## config.mk

```make
export PLATFORM = sky130hd
export DESIGN_NAME = core_run_ctrl
export DESIGN_NICKNAME = d
export VERILOG_FILES = /design/src/rtl/core_run_ctrl.sv
export SDC_FILE = /design/constraint.sdc
export NUM_CORES = 1
export LEC_CHECK = 0
export CORE_MARGIN = 2
export CORE_UTILIZATION = 35
export CTS_CLUSTER_SIZE = 10
export DETAILED_ROUTE_END_ITERATION = 7
export PLACE_DENSITY = 0.86
export SYNTH_ARGS = -nofsm -noshare
export SYNTH_HDL_FRONTEND = slang
export SYNTH_SLANG_ARGS = --single-unit
```

## constraint.sdc

```tcl
create_clock -name i_clk -period 7.3 [get_ports i_clk]
set_input_delay 0.73 -clock i_clk [delete_from_list [all_inputs] [get_ports i_clk]]
set_output_delay 0.73 -clock i_clk [all_outputs]
set_load 0.05 [all_outputs]
```

## src/rtl/core_run_ctrl.sv

```systemverilog
// ---------------------------------------------------------------------------
// core_run_ctrl
//
// Run controller for the single-cycle core. Gates the core clock enable and
// sequences execution under host control: free run, single step, a cycle
// budget and (optionally) PC breakpoints. Reports why execution stopped.
//
// Build option:
//   CORE_RUN_BP_EN  defined   -> NUM_BP PC comparators plus the resume flag
//                                that suppresses a breakpoint on the first RUN
//                                cycle after entry; halt cause 3 reachable.
//                   undefined -> no comparators, i_pc/i_bp_addr/i_bp_en are
//                                ignored, o_bp_hit is tied to 0.
//
// Parameters:
//   PC_W    width of the core PC
//   CNT_W   width of the executed-cycle counter
//   NUM_BP  number of breakpoint comparators (>= 1)
//
// Ports:
//   i_clk          core clock, rising edge
//   i_rst_n        asynchronous active-low reset
//   i_run          pulse: start/resume free run
//   i_step         pulse: execute exactly one core cycle
//   i_halt         pulse: host stop request (RUN only)
//   i_clr          pulse: clear counter / return to IDLE (IDLE/HALT only)
//   i_cycle_limit  cycle budget, 0 = unlimited
//   i_pc           current core PC
//   i_bp_addr      breakpoint addresses, bp k at [k*PC_W +: PC_W]
//   i_bp_en        per-breakpoint enable
//   o_core_en      combinational clock enable to the core
//   o_state        IDLE=0, RUN=1, STEP=2, HALT=3
//   o_cycle_cnt    cycles executed (core_en high at a rising edge), saturating
//   o_halted       high while in HALT
//   o_halt_cause   0 step done, 1 host halt, 2 cycle limit, 3 breakpoint
//   o_bp_hit       breakpoints responsible for the last halt
// ---------------------------------------------------------------------------
module core_run_ctrl #(
    parameter int PC_W   = 32,
    parameter int CNT_W  = 16,
    parameter int NUM_BP = 2
) (
    input  logic                   i_clk,
    input  logic                   i_rst_n,
    input  logic                   i_run,
    input  logic                   i_step,
    input  logic                   i_halt,
    input  logic                   i_clr,
    input  logic [CNT_W-1:0]       i_cycle_limit,
    input  logic [PC_W-1:0]        i_pc,
    input  logic [NUM_BP*PC_W-1:0] i_bp_addr,
    input  logic [NUM_BP-1:0]      i_bp_en,
    output logic                   o_core_en,
    output logic [1:0]             o_state,
    output logic [CNT_W-1:0]       o_cycle_cnt,
    output logic                   o_halted,
    output logic [1:0]             o_halt_cause,
    output logic [NUM_BP-1:0]      o_bp_hit
);

    localparam logic [1:0] ST_IDLE = 2'd0;
    localparam logic [1:0] ST_RUN  = 2'd1;
    localparam logic [1:0] ST_STEP = 2'd2;
    localparam logic [1:0] ST_HALT = 2'd3;

    localparam logic [1:0] CAUSE_STEP  = 2'd0;
    localparam logic [1:0] CAUSE_HOST  = 2'd1;
    localparam logic [1:0] CAUSE_LIMIT = 2'd2;
    localparam logic [1:0] CAUSE_BP    = 2'd3;

    localparam logic [CNT_W-1:0] CNT_MAX = '1;

    logic [1:0]        state_q, state_d;
    logic [CNT_W-1:0]  cnt_q, cnt_d;
    logic [1:0]        cause_q, cause_d;
    logic [NUM_BP-1:0] bp_hit_q, bp_hit_d;

    logic              in_run;
    logic              stop_host;
    logic              stop_limit;
    logic              stop_bp;
    logic              stop_any;
    logic              core_en;
    logic [NUM_BP-1:0] bp_match;

    assign in_run = (state_q == ST_RUN);

    // Stop terms are evaluated in the same cycle they are seen so the
    // instruction at a breakpoint PC (or past the budget) never executes.
    assign stop_host  = in_run && i_halt;
    assign stop_limit = in_run && (i_cycle_limit != '0) && (cnt_q >= i_cycle_limit);

`ifdef CORE_RUN_BP_EN
    // Set on every entry into RUN so that resuming from a breakpoint halt
    // executes the instruction at that PC instead of stopping again.
    logic resume_q, resume_d;

    always_comb begin
        bp_match = '0;
        for (int k = 0; k < NUM_BP; k++) begin
            bp_match[k] = i_bp_en[k] && (i_pc == i_bp_addr[k*PC_W +: PC_W]);
        end
    end

    assign stop_bp  = in_run && !resume_q && (|bp_match);
    assign resume_d = (state_d == ST_RUN) && (state_q != ST_RUN);

    always_ff @(posedge i_clk or negedge i_rst_n) begin
        if (!i_rst_n) begin
            resume_q <= 1'b0;
        end else begin
            resume_q <= resume_d;
        end
    end
`else
    logic unused_bp_inputs;

    assign unused_bp_inputs = ^{i_pc, i_bp_addr, i_bp_en};
    assign bp_match         = '0;
    assign stop_bp          = 1'b0;
`endif

    assign stop_any = stop_host || stop_limit || stop_bp;
    assign core_en  = (state_q == ST_STEP) || (in_run && !stop_any);

    always_comb begin
        state_d  = state_q;
        cnt_d    = cnt_q;
        cause_d  = cause_q;
        bp_hit_d = bp_hit_q;

        // Counter tracks executed cycles and sticks at all-ones.
        if (core_en && (cnt_q != CNT_MAX)) begin
            cnt_d = cnt_q + 1'b1;
        end

        case (state_q)
            ST_IDLE: begin
                if (i_run) begin
                    state_d = ST_RUN;
                end else if (i_step) begin
                    state_d = ST_STEP;
                end else if (i_clr) begin
                    cnt_d = '0;
                end
            end
            ST_RUN: begin
                if (stop_any) begin
                    state_d = ST_HALT;
                    if (stop_host) begin
                        cause_d  = CAUSE_HOST;
                        bp_hit_d = '0;
                    end else if (stop_limit) begin
                        cause_d  = CAUSE_LIMIT;
                        bp_hit_d = '0;
                    end else begin
                        cause_d  = CAUSE_BP;
                        bp_hit_d = bp_match;
                    end
                end
            end
            ST_STEP: begin
                state_d  = ST_HALT;
                cause_d  = CAUSE_STEP;
                bp_hit_d = '0;
            end
            default: begin
                // HALT: run beats step beats clear.
                if (i_run) begin
                    state_d = ST_RUN;
                end else if (i_step) begin
                    state_d = ST_STEP;
                end else if (i_clr) begin
                    state_d  = ST_IDLE;
                    cnt_d    = '0;
                    cause_d  = CAUSE_STEP;
                    bp_hit_d = '0;
                end
            end
        endcase
    end

    always_ff @(posedge i_clk or negedge i_rst_n) begin
        if (!i_rst_n) begin
            state_q  <= ST_IDLE;
            cnt_q    <= '0;
            cause_q  <= CAUSE_STEP;
            bp_hit_q <= '0;
        end else begin
            state_q  <= state_d;
            cnt_q    <= cnt_d;
            cause_q  <= cause_d;
            bp_hit_q <= bp_hit_d;
        end
    end

    assign o_core_en    = core_en;
    assign o_state      = state_q;
    assign o_cycle_cnt  = cnt_q;
    assign o_halted     = (state_q == ST_HALT);
    assign o_halt_cause = cause_q;
    assign o_bp_hit     = bp_hit_q;

endmodule

```

==> metrics <==
vias=1758; Peak VDD IR=254.4 µV; Worst-Margin Slew=0.9990 ns; Gates resized, CTS repair=0; Post-CTS Repair Setup Buffers=0; # IOs=144; Startpoint Class=input pin; Sink Count=20; ANT nets after route=0; hold path endpoint=o_halt_cause[0]$_DFFE_PN0P_; CTS tree=done; hpwl dp=3441 µm; H-tree levels=1; WP data required=6.57 ns; Max clock buf depth=2; number of port buffers=43; first-pass GRT wire length=7417 µm; Chip Height=74.37 µm; Yosys reg bits=20; max-cap violations=0; syn_area_per_cell=8.495 µm²; Final Setup Violations=0; skew final=0.003989 ns; Max Slew Vio Count=0; Pleak=0.9543 nW; post-layout min period=4.773 ns; DRT Wirelength=4693 µm; number of distinct library cells after synthesis=39; critical-path maximum fanout=27; outcome=finished, final reports clean; flop2flop setup slack=4.09 ns; Mapped Cells=204; Synth Warn #=0; register area share after synthesis=28.88%; post-route setup TNS=0 ns; drt drc=0; largest net degree at the start of global routing=28; Cell Area, Synth=0.001733 mm²; clk_lat worst skew=0.26 ns; fmax=0.2095 GHz; Rel. slew slack=33.40%; CTS hold repair buffers=0; area of the core=0.004755 mm²; R2R cell count=8; CTS Buf Count=3; Layout area overhead=31.19%; fraction of layout cells with a size suffix above 1=6.122%; GP Congestion=0.8318; most common cell after layout, fill and taps aside=clkdlybuf4s50_1; Ant. Diodes=0; DR WL/cell=15.04 µm; Fill cells=467; nets=387; Worst Path Arrival=4.04 ns; PD cells=247.2 mW/mm²; Layout Utilization=47.82%; R2R Path End=o_cycle_cnt[13]$_DFF_PN0_; total global routing overflow=0; vias per cell=5.635; initial antenna violation count=0; WHS Path Cells=2; initial core utilization=36.45%; Min-Delay Path Class=flip-flop to flip-flop; reg2reg start=o_cycle_cnt[0]$_DFF_PN0_; critical path type=input pin to output pin; Most used DFF post-synth=dfrtp_1; CP endpoint kind=output pin; commonest cells after routing, fill and taps aside=clkdlybuf4s50_1 (43), inv_1 (23), ha_1 (21); clock transition at the registers of the reported paths=0.08 ns; fin crit share=65.39%; number of synthesized flops with an enable pin=0; initial drt markers=106; Hold Fails Final Rpt=0; ys async rst share=100.0%; Die ar.=0.005530 mm²; RSZ-0062 raised after global routing=false; vias in the first global route=1639; clock root buffer=clkbuf_8; Rows=25; gr usage total=17.01%; Pre-Repair DR Iteration Count=4; min-delay src=o_halt_cause[0]$_DFFE_PN0P_; Die Wd=74.37 µm
==> cell families (layout without fill, tap and decap cells) <==
| logic type | after synthesis | in the layout | synth area share [%] |
|---|---|---|---|
| AOI/OAI and AO/OA | 47 | 47 | 17.69 |
| buffers and inverters | 32 | 72 | 8.014 |
| adders and majority gates | 21 | 21 | 15.16 |
| muxes | 6 | 6 | 3.610 |
| other | 1 | 2 | 0.2164 |
| DFF | 20 | 20 | 28.88 |
| and+or+nand+nor | 77 | 77 | 26.43 |
==> worst max path at each step <==
stage / slack (ns) / cells past startpoint / to / startpoint
4_1_cts: 2.52 / 9 / o_core_en / i_cycle_limit[13]
3_3_place_gp: 2.56 / 9 / o_core_en / i_cycle_limit[13]
2_1_floorplan: 3.92 / 9 / o_core_en / o_cycle_cnt[0]$_DFF_PN0_
5_1_grt: 2.38 / 9 / o_core_en / i_cycle_limit[13]
6_report: 2.53 / 9 / o_core_en / i_cycle_limit[13]
3_5_place_dp: 2.54 / 9 / o_core_en / i_cycle_limit[13]
==> worst max-delay path, stage by stage <==
cell	delay (ns)
clkdlybuf4s50_1	0.50
inv_1	0.05
ha_1	0.32
a211oi_2	0.21
nor2_1	0.07
or4_4	0.51
o31a_1	0.61
inv_2	0.21
clkdlybuf4s50_1	0.83
==> per-stage QoR <==
step | instances | hold slack, ns | total power [W] | setup slack, ns | cell area (µm²)
finish | 312 | 0.5381 | 0.0005621 | 2.527 | 2273
detailed placement | 307 | 0.5187 | 0.0004745 | 2.536 | 2207
global route | 312 | 0.5644 | 0.0005961 | 2.380 | 2273
CTS | 311 | 0.5389 | 0.0005619 | 2.518 | 2262
global placement | 307 | 0.5183 | 0.0004679 | 2.558 | 2207
floorplan | 205 | 0.4344 | 0.0003845 | 3.915 | 1737
==> power by group <==
| part | switching [W] | total [W] | leakage (nW) | internal [W] |
|---|---|---|---|---|
| clock | 0.0000374 | 0.0000855 | 0.0288 | 0.0000481 |
| sequential | 0.0000361 | 0.000166 | 0.267 | 0.000130 |
| combinational | 0.000200 | 0.000311 | 0.658 | 0.000111 |
==> sequential cells by signal, indices dropped and copies added, names as in the netlist <==
| signal | count |
|---|---|
| o_cycle_cnt | 16 |
| o_halt_cause | 2 |
| o_state | 2 |
==> cell usage after synthesis, drive strengths merged (3+ instances only) <==
cell type  number  area, µm²
o31a            3      26.28
ha             21      262.8
nand3          11      55.05
o21a            3      22.52
or4             9      71.32
nand2          11      41.29
buf             6      41.28
nor3            6      30.03
nand2b          5      31.28
o31ai           8      60.06
o21ai           6      30.03
a21oi          19      95.09
inv            24      90.08
nor2           10      37.54
nor4            8      77.57
mux2i           4      40.04
dfrtp          20      500.5
nand4           8      50.05
and4            3      26.28
and3            3      18.77
==> metal layers <==
metal  wire length [µm]  part of all wire (%)  GRT usage (%)  vias to the layer above
met5                  0                     0              0                        -
met4                 27                  0.58          4.960                        0
met3                373                   7.9          3.659                        3
met2               2131                    45          26.16                       75
met1               2160                    46          24.10                      837
li1                   -                     -              -                      843
==> area by class of cell <==
class,count,area [µm²],area share [%]
inverters,24,90.09,3.963
clock buffers,4,55.05,2.422
repair buffers,44,441.7,19.43
flip-flops and latches,20,500.5,22.01
multi-input cells,153,1102,48.49
well taps,67,83.83,3.687
No activity file was read; power rests on OpenSTA's default activity.
